`src/rtl/ifetch_queue.sv`:
```
// ifetch_queue -- instruction-fetch front end for the MIPS CPU.
//
// Owns the PC, issues one sequential word fetch per cycle to a synchronous
// instruction ROM with 1-cycle read latency, and buffers each returned
// instruction together with its PC in a DEPTH-entry FIFO. Decode drains the
// FIFO over a valid/ready handshake. A redirect from execute flushes the FIFO
// and discards the fetch that is still in flight.
//
// Optional build macro: IFQ_PREDECODE_JUMP_EN
//   When defined, j/jal instructions are recognised as they are pushed, and
//   fetch restarts at the jump target in the same edge.
//
// Parameters:
//   ADDR_W   PC width in bits
//   ROM_AW   ROM word-address width (imem_addr = fetch_pc[ROM_AW+1:2])
//   DEPTH    FIFO entries, power of two, >= 2
//   RESET_PC PC loaded on reset, word aligned
//
// Ports:
//   clk, reset          clock; synchronous active-high reset
//   redirect_valid/_pc  taken branch/jr from execute (pc bits [1:0] ignored)
//   imem_req/_addr      fetch request and ROM word address
//   imem_rdata          ROM data, valid the cycle after imem_req
//   out_valid/_ready    handshake towards decode
//   out_instr/_pc       head instruction and its PC
//   out_pc_plus4        head PC + 4
module ifetch_queue #(
  parameter int unsigned ADDR_W   = 32,
  parameter int unsigned ROM_AW   = 14,
  parameter int unsigned DEPTH    = 4,
  parameter int unsigned RESET_PC = 0
) (
  input  logic              clk,
  input  logic              reset,
  input  logic              redirect_valid,
  input  logic [ADDR_W-1:0] redirect_pc,
  output logic              imem_req,
  output logic [ROM_AW-1:0] imem_addr,
  input  logic [31:0]       imem_rdata,
  output logic              out_valid,
  input  logic              out_ready,
  output logic [31:0]       out_instr,
  output logic [ADDR_W-1:0] out_pc,
  output logic [ADDR_W-1:0] out_pc_plus4
);

  localparam int unsigned PTR_W = (DEPTH > 1) ? $clog2(DEPTH) : 1;
  localparam int unsigned CNT_W = PTR_W + 1;

  // Architectural state
  logic [ADDR_W-1:0] fetch_pc;
  logic              epoch;
  logic              inflight;
  logic              infl_tag;
  logic [ADDR_W-1:0] infl_pc;

  // FIFO storage and bookkeeping
  logic [31:0]       instr_q [DEPTH];
  logic [ADDR_W-1:0] pc_q    [DEPTH];
  logic [PTR_W-1:0]  rd_ptr;
  logic [PTR_W-1:0]  wr_ptr;
  logic [CNT_W-1:0]  count;

  logic [CNT_W:0]    occupancy;
  logic              push;
  logic              pop;
  logic [ADDR_W-1:0] redirect_aligned;

  // Masking instead of slicing keeps every redirect_pc bit in use.
  assign redirect_aligned = redirect_pc & ~ADDR_W'(3);

  // Credit check counts the outstanding fetch but ignores a same-cycle pop,
  // so a push can never find the FIFO full.
  assign occupancy = {1'b0, count} + {{CNT_W{1'b0}}, inflight};
  assign imem_req  = !reset && !redirect_valid &&
                     (occupancy < (CNT_W+1)'(DEPTH));
  assign imem_addr = fetch_pc[ROM_AW+1:2];

  // A return belongs to the current stream only if its epoch tag matches.
  assign push = inflight && (infl_tag == epoch) && !redirect_valid;
  assign pop  = out_valid && out_ready && !redirect_valid;

  assign out_valid    = (count != '0);
  assign out_instr    = instr_q[rd_ptr];
  assign out_pc       = pc_q[rd_ptr];
  assign out_pc_plus4 = out_pc + ADDR_W'(4);

`ifdef IFQ_PREDECODE_JUMP_EN
  logic [ADDR_W-1:0] ret_pc_plus4;
  logic [ADDR_W-1:0] jump_target;
  logic              jump_hit;

  assign ret_pc_plus4 = infl_pc + ADDR_W'(4);
  // Opcodes 000010 (j) and 000011 (jal) share the upper five bits.
  assign jump_hit     = push && (imem_rdata[31:27] == 5'b00001);
  // Region bits above bit 27 come from pc+4; mask form stays legal for
  // PC widths below 28 bits.
  assign jump_target  = (ret_pc_plus4 & ~ADDR_W'(32'h0FFF_FFFF)) |
                        ADDR_W'({imem_rdata[25:0], 2'b00});
`endif

  always_ff @(posedge clk) begin
    if (reset) begin
      fetch_pc <= ADDR_W'(RESET_PC);
      epoch    <= 1'b0;
      inflight <= 1'b0;
      infl_tag <= 1'b0;
      infl_pc  <= '0;
      rd_ptr   <= '0;
      wr_ptr   <= '0;
      count    <= '0;
      for (int unsigned i = 0; i < DEPTH; i++) begin
        instr_q[i] <= '0;
        pc_q[i]    <= '0;
      end
    end else if (redirect_valid) begin
      // Flush: FIFO emptied, outstanding return orphaned by the epoch flip.
      fetch_pc <= redirect_aligned;
      epoch    <= ~epoch;
      inflight <= 1'b0;
      rd_ptr   <= '0;
      wr_ptr   <= '0;
      count    <= '0;
    end else begin
      inflight <= imem_req;
      if (imem_req) begin
        fetch_pc <= fetch_pc + ADDR_W'(4);
        infl_tag <= epoch;
        infl_pc  <= fetch_pc;
      end

      if (push) begin
        instr_q[wr_ptr] <= imem_rdata;
        pc_q[wr_ptr]    <= infl_pc;
        wr_ptr          <= wr_ptr + PTR_W'(1);
      end

      if (pop) begin
        rd_ptr <= rd_ptr + PTR_W'(1);
      end

      case ({push, pop})
        2'b10:   count <= count + CNT_W'(1);
        2'b01:   count <= count - CNT_W'(1);
        default: count <= count;
      endcase

`ifdef IFQ_PREDECODE_JUMP_EN
      // Overrides the sequential PC update above; the fetch issued this
      // cycle carries the old epoch and is dropped on return.
      if (jump_hit) begin
        fetch_pc <= jump_target;
        epoch    <= ~epoch;
      end
`endif
    end
  end

endmodule

```
`config.mk`:
```
export PLATFORM = sky130hd
export DESIGN_NAME = ifetch_queue
export DESIGN_NICKNAME = d
export VERILOG_FILES = /design/src/rtl/ifetch_queue.sv
export SDC_FILE = /design/constraint.sdc
export NUM_CORES = 1
export LEC_CHECK = 0
export CAP_MARGIN = 20
export CELL_PAD_IN_SITES_DETAIL_PLACEMENT = 1
export CELL_PAD_IN_SITES_GLOBAL_PLACEMENT = 1
export CORE_MARGIN = 3
export CORE_UTILIZATION = 41
export DETAILED_ROUTE_END_ITERATION = 8
export PLACE_DENSITY = 0.75
export SYNTH_ARGS = -nofsm -noshare
export SYNTH_HDL_FRONTEND = slang
export SYNTH_SLANG_ARGS = --single-unit
```
`constraint.sdc`:
```
create_clock -name clk -period 4.85 [get_ports clk]
set_input_delay 0.97 -clock clk [delete_from_list [all_inputs] [get_ports clk]]
set_output_delay 0.97 -clock clk [all_outputs]
set_load 0.01 [all_outputs]
```
======== After elaboration in Yosys (flattened, before gate mapping) ========
Memory sizes are Yosys's and may differ from the RTL's. A register that Yosys moved wholly into a read port is not among the register bits.
Cells that the tools add are included.
W data, S select, Z words.
storage, ports and cells
  register bits ........................... 74
  memory bits (writable) .................. 256
  bits of input ports ..................... 68
  output and inout bits ................... 112
  logic and storage cells ................. 58
  memories kept ........................... 2
memory list
  memory   depth  width  read ports  clocked after memory_dff  write ports  line  text
  instr_q  4      32     1           1                         4            58    logic [31:0] instr_q [DEPTH];
  pc_q     4      32     1           1                         4            59    logic [ADDR_W-1:0] pc_q [DEPTH];
operators by class
  add/sub/neg operators ................... 7
  order comparisons ....................... 1
  equal/unequal tests ..................... 3
  mux-type cells .......................... 19
  bitwise gates (word level) .............. 2
  reduce and logical (&&, ||, !) cells .... 15
operators with widths
  operator                 count
  $mux W32                 4
  $add A32 B3 Y32 const B  2
  $reduce_or A32 Y1        2
  $mux W2                  6
  $mux W1                  8
  $logic_and A1 B1 Y1      6
  $pmux W3 S2              1
  $add A2 B1 Y2 const B    2
  $add A3 B1 Y4            1
  $lt A4 B3 Y1 const B     1
  $reduce_bool A2 Y1       2
  $add A3 B1 Y3 const B    1
  $reduce_bool A3 Y1       1
  $sub A3 B1 Y3 const B    1
  $eq A2 B1 Y1 const B     1
  $eq A2 B2 Y1 const B     1
  $logic_not A1 Y1         2
  $not A1 Y1               2
  $reduce_and A2 Y1        1
  $reduce_or A2 Y1         1
  $eq A1 B1 Y1             1

======== Longest topological paths before layout ========
  depth in word-level cells ............... 9
  mapped depth ............................ 11
  gate-level depth less buffers ........... 9

======== Worst setup path before layout ========
OpenSTA, ideal clock, no wires.
  path type ............................... input port to flip-flop
  start ................................... input port redirect_valid
  end ..................................... memory instr_q[0][0], enable pin
  library setup time ...................... 0.495 ns
  data arrival time ....................... 4.488 ns
  required time ........................... 4.355 ns
  setup slack ............................. -0.133 ns
  stages .................................. 6
  path buffers ............................ 2
  path through ............................ clkbuf_2 -> inv_1 -> and3_1 -> clkbuf_1 -> inv_1 -> o21bai_1
RTL lines
  item         line  text
  from (decl)  35    input logic redirect_valid,
  to (decl)    58

==> report_table.html <==
<table>
<tr><th>Metric</th><th>Value</th></tr>
<tr><th colspan="2">Synthesis</th></tr>
<tr><td>Sequential share of the synthesized area</td><td>61.9%</td></tr>
<tr><td>Number of instances in the synthesized netlist</td><td>1183</td></tr>
<tr><td>Flip-flop cell with the highest count after synthesis</td><td>edfxtp_1</td></tr>
<tr><td>Post-synthesis register bit count</td><td>320</td></tr>
<tr><td>Post-synth cell types</td><td>61</td></tr>
<tr><td>EDFF count, synth</td><td>248</td></tr>
<tr><td>Syn avg cell area</td><td>12.1 µm²</td></tr>
<tr><td>Largest area contributor in the synthesized netlist</td><td>edfxtp_1</td></tr>
<tr><td>Largest cells by area after synthesis</td><td>edfxtp_1 (52%), dfxtp_1 (10%), mux4_2 (8.3%), nor2_1 (4.9%), nand2_1 (4.3%)</td></tr>
<tr><td>Syn. warnings</td><td>0</td></tr>
<tr><td>Top-area cell type share of the netlist area</td><td>51.9%</td></tr>
<tr><td>Share of flip-flops with an asynchronous set or reset after synthesis</td><td>0%</td></tr>
<tr><td>Cell area after synthesis</td><td>14400 µm²</td></tr>
<tr><th colspan="2">Finish</th></tr>
<tr><td>Final instance area</td><td>17500 µm²</td></tr>
<tr><td>Share of post-route cells with drive strength above 1</td><td>11.1%</td></tr>
<tr><td>Register Area</td><td>8890 µm²</td></tr>
<tr><td>Number of inserted diodes</td><td>0</td></tr>
<tr><td>Count of filler cells inserted in the layout</td><td>3525</td></tr>
<tr><td>Layout Nets</td><td>1398</td></tr>
<tr><td>Total area of multi-input combinational cells</td><td>4760 µm²</td></tr>
<tr><td>Synth-to-layout area growth</td><td>22.2%</td></tr>
<tr><th colspan="2">Worst setup path</th></tr>
<tr><td>Crit path largest cell delay</td><td>730 ps</td></tr>
<tr><td>CP delay by family, top</td><td>simple AND/OR/NAND/NOR gates</td></tr>
<tr><td>Kind of critical path</td><td>reg -&gt; out</td></tr>
<tr><td>Worst R2R Path Depth</td><td>5</td></tr>
<tr><td>Bufs and invs on worst path</td><td>1</td></tr>
<tr><td>Critical Path End Type</td><td>output port</td></tr>
<tr><td>CP max FO</td><td>23</td></tr>
<tr><td>Critical path startpoint category</td><td>register</td></tr>
<tr><td>Slowest cell on the critical path</td><td>dfxtp_2</td></tr>
<tr><td>Required time at the worst-slack endpoint</td><td>3880 ps</td></tr>
<tr><td>Stages on the worst setup path</td><td>6</td></tr>
<tr><td>Worst endpoint data arrival time</td><td>3550 ps</td></tr>
<tr><td>Cell-by-cell trace of the critical path</td><td>mux4_2, nand4_2, nor4_4, nand4_1, xnor2_1, clkdlybuf4s50_1</td></tr>
<tr><th colspan="2">Route</th></tr>
<tr><td>Number of nets with antenna violations after routing</td><td>0</td></tr>
<tr><td>Number of violations reported at the end of detailed-routing iteration 0</td><td>566</td></tr>
<tr><td>Post-detailed-route via-to-cell ratio</td><td>5.36</td></tr>
<tr><td>Total vias in the final route</td><td>9640</td></tr>
<tr><td>Total routed wirelength</td><td>37200 µm</td></tr>
<tr><td>Pre-antenna DRT Iters</td><td>5</td></tr>
<tr><td>DRC viols</td><td>0</td></tr>
<tr><td>Routed wire per std cell</td><td>20.7 µm</td></tr>
<tr><th colspan="2">STA</th></tr>
<tr><td>Fin crit period</td><td>4520 ps</td></tr>
<tr><td>Setup TNS</td><td>0 ps</td></tr>
<tr><td>Setup repair after global routing missed its margin</td><td>false</td></tr>
<tr><td>Setup-failing EPs final</td><td>0</td></tr>
<tr><td>Number of max-slew violations in the final report</td><td>0</td></tr>
<tr><td>Worst rel slew slack</td><td>39.2%</td></tr>
<tr><td>Peak Freq</td><td>0.221 GHz</td></tr>
<tr><td>Final period util</td><td>93.2%</td></tr>
<tr><td>Transition time of the tightest slew-check pin</td><td>904 ps</td></tr>
<tr><td>Worst clock skew</td><td>20.7 ps</td></tr>
<tr><td>Number of failing hold endpoints at the final stage</td><td>0</td></tr>
<tr><th colspan="2">Power</th></tr>
<tr><td>Highest ir drop seen on vdd</td><td>197 µV</td></tr>
<tr><td>Leakage power summed over all cells</td><td>0.00661 µW</td></tr>
<tr><td>Power per cell area</td><td>349 nW/µm²</td></tr>
<tr><td>Power Total</td><td>6120 µW</td></tr>
<tr><th colspan="2">Clocking</th></tr>
<tr><td>TritonCTS clock tree</td><td>done</td></tr>
<tr><td>H-tree depth reported by CTS</td><td>2</td></tr>
<tr><td>Clock transition at the register clock pins on the worst setup and hold paths after CTS</td><td>60 ps</td></tr>
<tr><td>Cts bufs inserted</td><td>35</td></tr>
<tr><td>TritonCTS Sinks</td><td>320</td></tr>
<tr><td>Max clock buf depth</td><td>3</td></tr>
<tr><td>Clock latency on the worst-skew pair</td><td>520 ps</td></tr>
<tr><td>Buffer cell driving the clock tree root</td><td>clkbuf_16</td></tr>
<tr><th colspan="2">Global route</th></tr>
<tr><td>GRT Util Overall</td><td>20.0%</td></tr>
<tr><td>Global Route met3 Usage</td><td>3.33%</td></tr>
<tr><td>Highest-utilization routing layer at the global route stage</td><td>met2</td></tr>
<tr><td>Number of global-route vias before repair</td><td>10300</td></tr>
<tr><td>Wire length of the first global-routing pass</td><td>57900 µm</td></tr>
<tr><td>Met1 Track Usage GR</td><td>27.2%</td></tr>
<tr><td>Final global-route overflow total</td><td>0</td></tr>
<tr><td>Antenna violations before repair</td><td>0</td></tr>
<tr><td>Global Route met2 Usage</td><td>34.1%</td></tr>
<tr><td>Largest net degree at the start of global routing</td><td>96</td></tr>
<tr><th colspan="2">Floorplanning</th></tr>
<tr><td>Floorplan die area</td><td>37300 µm²</td></tr>
<tr><td>Core Rows</td><td>67</td></tr>
<tr><td>Die height</td><td>193 µm</td></tr>
<tr><td>Standard cell core area</td><td>34000 µm²</td></tr>
<tr><td>Horiz. Die Dim</td><td>193 µm</td></tr>
<tr><td>Initial cell density of the core</td><td>42.2%</td></tr>
<tr><td>Number of top-level design ports</td><td>180</td></tr>
<tr><th colspan="2">Status</th></tr>
<tr><td>Outcome</td><td>complete, no violations</td></tr>
<tr><th colspan="2">Run</th></tr>
<tr><td>MaxCap Viol Count</td><td>0</td></tr>
<tr><th colspan="2">Placed design</th></tr>
<tr><td>Post-Place Cell Area</td><td>16400 µm²</td></tr>
<tr><td>I/O Buffers</td><td>173</td></tr>
<tr><td>Estimated wirelength of the detail-placed design</td><td>22500 µm</td></tr>
<tr><td>Final estimated routing congestion in global placement</td><td>0.754</td></tr>
<tr><th colspan="2">Min path</th></tr>
<tr><td>Worst hold path depth</td><td>2</td></tr>
<tr><td>Kind of path behind the tightest hold check</td><td>reg -&gt; reg</td></tr>
</table>
==> cell usage in the layout, fill, tap and decap left out, types with 3 or more instances in the layout <==
cell type	synthesis	final
xnor2_1	25	25
nand2_1	164	164
nor4_4	4	4
edfxtp_1	248	248
nor3_1	5	5
nand3_1	17	17
a21oi_1	52	52
clkdlybuf4s50_1	0	172
mux4_2	53	53
dfxtp_1	72	70
clkinv_2	0	5
buf_4	20	17
clkinv_1	0	10
and3_1	41	41
nor2_1	187	187
nand3_2	3	3
o21ai_0	20	20
clkbuf_1	45	5
mux4_1	9	9
nand4_1	18	18
a32oi_1	5	5
and2_1	3	3
or3_1	8	8
ha_1	3	3
inv_1	74	74
clkbuf_16	0	37
or4_1	3	3
xor2_1	12	12
conb_1	1	4
a31oi_1	17	17
a22oi_1	3	3
o211ai_1	3	3
buf_12	1	5
==> logic make-up (layout without fill, tap and decap cells) <==
logic type	Yosys count	count (layout)	synth area share [%]
adders and majority gates	4	4	0.401
and+or+nand+nor	474	474	15.1
muxes	63	63	10.0
DFF	320	320	61.9
buffers and inverters	167	333	5.36
AOI/OAI and AO/OA	117	117	4.86
other	1	4	0.0261
xor gates and xnor gates	37	37	2.26
==> metrics by stage <==
| step | util, % | hold WS, ps | instances | setup slack, ps |
|---|---|---|---|---|
| after floorplan | - | 437 | 1186 | -133 |
| after global placement | 48.2 | 446 | 1735 | 669 |
| after detailed placement | 48.2 | 449 | 1735 | 620 |
| after CTS | 51.5 | 458 | 1798 | 35.3 |
| after global routing | 51.6 | 481 | 1800 | 93.8 |
| final | 51.6 | 456 | 1800 | 332 |
==> final cells by class <==
type	count	area share (%)
clock buffers	43	5.46
multi-input cells	699	27.1
clock inverters	20	0.813
flip-flops and latches	320	50.7
well taps	448	3.19
repair buffers	195	11.1
inverters	75	1.60
==> report_power, final <==
part | internal, µW | switching, µW | total [µW]
clock network | 1510 | 1060 | 2560
logic | 210 | 236 | 446
registers | 3050 | 54.0 | 3110
total | 4770 | 1340 | 6120
==> worst paths after layout <==
check	startpoint	end	slack, ps
hold / removal	infl_pc[8]$_SDFFE_PP0P_	infl_pc[8]$_SDFFE_PP0P_	460
setup / recovery	register	out_pc_plus4[24]	330
setup reg to reg	fetch_pc[4]$_SDFFE_PP0P_	fetch_pc[25]$_SDFFE_PP0P_	2400
hold reg to reg	infl_pc[8]$_SDFFE_PP0P_	infl_pc[8]$_SDFFE_PP0P_	460
==> worst register-to-register path: stages, from the launching register on <==
cell	delay, ps
dfxtp_1	450
nand4_1	380
nor4_4	700
nand2_1	220
o311ai_0	420
a31oi_1	150
==> routing by layer <==
metal	vias up	wire length, µm	part of all wire [%]
met1	4871	16300	44
met2	242	18200	49
li1	4478	-	-
met5	-	0	0
met4	0	596	1.6
met3	49	2090	5.6
==> state kept, by name (all words and copies together), names as in the netlist, named ones only <==
name and flops:
epoch 1, count 3, fetch_pc 30, infl_pc 30, inflight 1, instr_q 128, pc_q 120, infl_tag 1
wr_ptr 2, rd_ptr 2
==> repair_timing <==
action,CTS,global route
resized for setup,0,0
hold buffers,0,0
endpoints found under the setup margin,0,1
buffers inserted,0,2
==> synth_stat cells (17+ instances only) <==
library cell and number:
a21oi_1 52, a31oi_1 17, and3_1 41, buf_4 20
clkbuf_1 45, dfxtp_1 72, edfxtp_1 248, inv_1 74
mux4_2 53, nand2_1 164, nand3_1 17, nand4_1 18
nor2_1 187, o21ai_0 20, xnor2_1 25
Note: power is estimated with default switching activity, not from simulation.
